--- src/rtl/add_sub_seq.sv ---
`default_nettype none
// +--------------------------------------------------------------------------+
// | Module      : add_sub_seq                                                |
// | Description : Multi-cycle N-bit adder/subtractor, K bits per clock, with |
// |               valid/ready handshakes on operand and result sides and     |
// |               registered sum / carry / overflow / zero outputs.          |
// | Revision    : 1.0 - initial release                                      |
// +--------------------------------------------------------------------------+
module add_sub_seq #(
  parameter int N = 16,
  parameter int K = 4
) (
  input  logic         clk_i,
  input  logic         rst_i,
  input  logic         in_valid_i,
  output logic         in_ready_o,
  input  logic         op_i,
  input  logic [N-1:0] a_i,
  input  logic [N-1:0] b_i,
  input  logic         c_i,
  output logic         out_valid_o,
  input  logic         out_ready_i,
  output logic [N-1:0] s_o,
  output logic         c_o,
  output logic         v_o,
  output logic         z_o
);

  localparam int NCHUNK = N / K;
  localparam int IDXW   = (NCHUNK > 1) ? $clog2(NCHUNK) : 1;
  localparam logic [IDXW-1:0] LAST_IDX = IDXW'(NCHUNK - 1);

  // Reject illegal width/slice combinations at elaboration time.
  generate
    if ((N < 2) || (K < 1) || (K > N) || ((N % K) != 0)) begin : g_param_check
      $error("add_sub_seq: illegal parameters N=%0d K=%0d", N, K);
    end
  endgenerate

  typedef enum logic [1:0] {
    ST_IDLE = 2'd0,
    ST_BUSY = 2'd1,
    ST_DONE = 2'd2
  } state_t;

  state_t          state_q, state_d;
  logic [IDXW-1:0] idx_q,   idx_d;
  logic [N-1:0]    a_q,     a_d;
  // B is stored already inverted for subtraction, so BUSY only ever adds.
  logic [N-1:0]    b_q,     b_d;
  logic            carry_q, carry_d;
  // Working sum, filled one chunk per cycle; kept apart from s_q so the
  // visible result does not change while a new operation is computing.
  logic [N-1:0]    res_q,   res_d;
  logic [N-1:0]    s_q,     s_d;
  logic            c_q,     c_d;
  logic            v_q,     v_d;
  logic            z_q,     z_d;

  logic [K-1:0]    a_chunk;
  logic [K-1:0]    b_chunk;
  logic [K:0]      chunk_sum;
  logic [N-1:0]    res_next;
  logic            last_chunk;

  // K-bit slice adder: the only carry chain that lives within one cycle.
  always_comb begin
    a_chunk    = a_q[int'(idx_q) * K +: K];
    b_chunk    = b_q[int'(idx_q) * K +: K];
    chunk_sum  = {1'b0, a_chunk} + {1'b0, b_chunk} + {{K{1'b0}}, carry_q};
    res_next   = res_q;
    res_next[int'(idx_q) * K +: K] = chunk_sum[K-1:0];
    last_chunk = (idx_q == LAST_IDX);
  end

  // Control FSM plus next-state of all datapath registers.
  always_comb begin
    state_d     = state_q;
    idx_d       = idx_q;
    a_d         = a_q;
    b_d         = b_q;
    carry_d     = carry_q;
    res_d       = res_q;
    s_d         = s_q;
    c_d         = c_q;
    v_d         = v_q;
    z_d         = z_q;
    in_ready_o  = 1'b0;
    out_valid_o = 1'b0;

    unique case (state_q)
      ST_IDLE: begin
        in_ready_o = 1'b1;
        if (in_valid_i) begin
          a_d     = a_i;
          b_d     = b_i ^ {N{op_i}};
          // Subtract is a + ~b + 1 with borrow-in folded into that +1.
          carry_d = c_i ^ op_i;
          idx_d   = '0;
          state_d = ST_BUSY;
        end
      end

      ST_BUSY: begin
        res_d   = res_next;
        carry_d = chunk_sum[K];
        idx_d   = idx_q + IDXW'(1);
        if (last_chunk) begin
          idx_d   = '0;
          s_d     = res_next;
          c_d     = chunk_sum[K];
          // Like-signed operands producing an opposite-signed result.
          v_d     = (a_q[N-1] == b_q[N-1]) && (res_next[N-1] != a_q[N-1]);
          z_d     = ~|res_next;
          state_d = ST_DONE;
        end
      end

      ST_DONE: begin
        out_valid_o = 1'b1;
        if (out_ready_i) begin
          state_d = ST_IDLE;
        end
      end

      default: begin
        state_d = ST_IDLE;
      end
    endcase
  end

  // State and datapath registers with synchronous reset.
  always_ff @(posedge clk_i) begin
    if (rst_i) begin
      state_q <= ST_IDLE;
      idx_q   <= '0;
      a_q     <= '0;
      b_q     <= '0;
      carry_q <= 1'b0;
      res_q   <= '0;
      s_q     <= '0;
      c_q     <= 1'b0;
      v_q     <= 1'b0;
      z_q     <= 1'b0;
    end else begin
      state_q <= state_d;
      idx_q   <= idx_d;
      a_q     <= a_d;
      b_q     <= b_d;
      carry_q <= carry_d;
      res_q   <= res_d;
      s_q     <= s_d;
      c_q     <= c_d;
      v_q     <= v_d;
      z_q     <= z_d;
    end
  end

  assign s_o = s_q;
  assign c_o = c_q;
  assign v_o = v_q;
  assign z_o = z_q;

endmodule
`default_nettype wire

--- config.mk ---
export PLATFORM = sky130hd
export DESIGN_NAME = add_sub_seq
export DESIGN_NICKNAME = d
export VERILOG_FILES = /design/src/rtl/add_sub_seq.sv
export SDC_FILE = /design/constraint.sdc
export NUM_CORES = 1
export LEC_CHECK = 0
export ABC_AREA = 0
export CORE_MARGIN = 4
export CORE_UTILIZATION = 53
export DETAILED_ROUTE_END_ITERATION = 16
export GPL_TIMING_DRIVEN = 0
export PLACE_DENSITY = 0.8
export SLEW_MARGIN = 20
export SYNTH_ARGS = -nofsm -noshare
export SYNTH_HDL_FRONTEND = slang
export SYNTH_SLANG_ARGS = --single-unit
--- constraint.sdc ---
create_clock -name clk_i -period 3.65 [get_ports clk_i]
set_input_delay 0.73 -clock clk_i [delete_from_list [all_inputs] [get_ports clk_i]]
set_output_delay 0.73 -clock clk_i [all_outputs]
set_load 0.05 [all_outputs]
==> impl_metrics.py <==
metrics = {
    "synth": {
        "synthArstFlopShare_pct": 0,
        "yosysSeqAreaShare_pct": 41.5,
        "syn_area_um2": 3470,
        "yosysTopAreaCellShare_pct": 41.5,
        "ys_top_cells_by_area": "dfxtp_1 42%, a211oi_1 6.7%, nor2_1 6.2%, mux4_2 5.2%, nand2_1 5.0%",
        "avgSynthCellArea_um2": 8.97,
        "syn-num-nets": 436,
        "ys_seq_elements": 72,
        "yosysMostFrequentCell": "dfxtp_1",
        "yosys-top-cells-count": "72 x dfxtp_1, 57 x nor2_1, 46 x nand2_1, 31 x a211oi_1, 24 x a21oi_1",
        "synth_cell_types": 43,
        "syn_inst": 387,
        "yosysWarnings": 0,
        "synth-edff-count": 0,
        "synthFlopType": "dfxtp_1",
        "yosysTopAreaCell": "dfxtp_1",
    },
    "global_routing": {
        "grt-ovfl-total": 0,
        "grt_max_degree": 14,
        "grt_pass1_vias": 2957,
        "antenna_found_initial": 0,
        "grt_pass1_wl_mm": 13.8,
        "track_usage_pct": 22.6,
    },
    "die": {
        "fp.coreArea_um2": 6350,
        "pin_count": 59,
        "die_x_um": 88.9,
        "start_util_pct": 54.6,
        "die_h_um": 88.9,
        "rows": 29,
        "die_area_um2": 7900,
    },
    "setup_path": {
        "crit_fanout": 10,
        "crit_arrival_ns": 3.61,
        "rrSetupSlack_ns": 0.29,
        "reg2regPathDepth": 10,
        "critPathLaunchType": "flip-flop",
        "timing.rr.end": "z_o",
        "r2r-start": "idx_q[1]",
        "crit_path_end_kind": "flip-flop",
        "endpoint": "z_o",
        "worstSetupStartpoint": "idx_q[1]",
        "path_class": "reg2reg",
        "worst_ep_required_time_ns": 3.90,
    },
    "sta": {
        "finalSetupViolCount": 0,
        "slew_headroom_pct": 40.3,
        "finalCritPeriodShare_pct": 92.1,
        "fin_crit_ns": 3.36,
        "tightest_slew_ns": 0.889,
        "worst_hold_slack_ns": 0.456,
        "hold_viol_final": 0,
        "slew_violations": 0,
        "rsz0062_at_grt": "false",
        "tns_ns": 0,
        "clock.fmax_mhz": 297,
        "finalClockSkew_ns": 0.00657,
    },
    "clock_network": {
        "worstSkewPairLatency_ns": 0.35,
        "clock-sinks": 72,
        "clk_pin_slew_worst_paths_ns": 0.08,
        "clockRootBuffer": "clkbuf_8",
        "cts_tree": "yes",
        "htree_num_levels": 3,
        "cts_max_path_buffers": 2,
        "numCtsBuffers": 9,
    },
    "final_layout": {
        "regArea_um2": 1440,
        "area_growth_pct": 26.4,
        "multi_input_area_um2": 1850,
        "drive_gt1_share_pct": 9.59,
        "antenna_cells": 0,
        "fin_nets": 503,
        "nFillCells": 536,
    },
    "detailed_routing": {
        "routedWlPerCell_um": 15.5,
        "drt-met1-wl_mm": 3.60,
        "postRouteAntennaNets": 0,
        "top_layer_used": "met4",
        "vias": 3000,
        "totalWireLength_mm": 8.32,
        "drtPass1Iterations": 5,
        "drt_iter0_drc": 144,
        "wl_met2_mm": 4.10,
        "wl_met3_um": 477,
        "vias_per_cell": 5.60,
        "drc": 0,
    },
    "power": {
        "peakVddDrop_v": 0.000293,
        "powerDensity_nw_per_um2": 445,
        "p_leak_nw": 1.61,
    },
    "placement": {
        "io_buffers": 56,
        "dpl.hpwl_mm": 5.99,
        "place_congestion": 0.886,
    },
    "outcome": {
        "status": "completed",
    },
    "min_path": {
        "hp-class": "reg2reg",
    },
    "run": {
        "max-cap-violations": 0,
    },
}
per-layer routing:
layer,global-route usage (%),vias up
li1,-,1487
met1,27.7,1411
met2,38.9,89
met3,3.59,13
met4,10.3,0
met5,0,-
cell type report:
cell class              count  area share [%]
repair buffers             56            12.8
clock buffers               9            2.83
inverters                  11           0.942
flip-flops and latches     72            32.9
well taps                  77            2.20
multi-input cells         277            42.1
clock inverters             7            2.71
plain buffers              27            3.54
worst max-delay path, cell delays in order, from the launching register on:
cell	delay, ns
dfxtp_1	0.40
clkbuf_1	0.48
mux4_2	0.35
fa_1	0.19
inv_1	0.06
fa_1	0.41
xnor2_1	0.72
a21oi_1	0.23
and4_1	0.27
nand3_1	0.09
o31ai_2	0.06
kinds of logic (layout without fill, tap and decap cells):
family                     count (synthesis)  count (layout)  share of synthesized area [%]
DFF                                       72              72                           41.5
adders and majority gates                 11              11                           4.40
AOI/OAI and AO/OA                         89              89                           18.0
buffers and inverters                     38             110                           5.59
and+or+nand+nor                          148             148                           19.9
xor gates and xnor gates                  19              19                           4.80
muxes                                     10              10                           5.81
report_power, final:
| group | internal [W] | switching [W] |
|---|---|---|
| Clock | 0.000455 | 0.000321 |
| Combinational | 0.000145 | 0.000186 |
| Sequential | 0.000822 | 0.0000216 |
| Total | 0.00142 | 0.000529 |
flip-flops by register name, summed over array words and instances (netlist names):
signal and flops:
a_q 16, carry_q 1, res_q 16, c_o 1
s_o 16, state_q 2, z_o 1, idx_q 2
b_q 16, v_o 1
repair_timing:
action / CTS / global route
setup endpoints to repair: 0 / 3
resized for setup: 0 / 3
buffers inserted: 0 / 0
hold buffers: 0 / 0
placed cells by master, fill, tap and decap left out, types with 11 or more instances in the layout:
| master | instances |
|---|---|
| nor2_1 | 57 |
| clkdlybuf4s50_1 | 56 |
| a21oi_1 | 24 |
| xnor2_1 | 18 |
| clkbuf_1 | 16 |
| a22oi_1 | 11 |
| nand2_1 | 46 |
| dfxtp_1 | 72 |
| inv_1 | 11 |
| a211oi_1 | 31 |
worst min-delay path by stage:
| stage | endpoint | slack, ns | startpoint | cells after the start |
|---|---|---|---|---|
| floorplan | res_q[15] | 0.43 | res_q[15] | 2 |
| global placement | res_q[15] | 0.44 | res_q[15] | 2 |
| detailed placement | a_q[6] | 0.45 | a_q[6] | 2 |
| CTS | res_q[15] | 0.46 | res_q[15] | 2 |
| global route | a_q[6] | 0.48 | a_q[6] | 2 |
| finish | res_q[15] | 0.46 | res_q[15] | 2 |
per-stage QoR:
step | cell area, µm² | setup WS, ns | instances | util (%) | power, W
detailed placement | 4130 | 0.258 | 520 | 65.0 | 0.00118
global route | 4380 | 0.0510 | 536 | 69.0 | 0.00202
global placement | 4130 | 0.294 | 520 | 65.0 | 0.00117
CTS | 4370 | 0.243 | 536 | 68.8 | 0.00194
finish | 4380 | 0.287 | 536 | 69.0 | 0.00195
floorplan | 3470 | 0.706 | 387 | - | 0.00107
No activity file was read; power rests on OpenSTA's default activity.
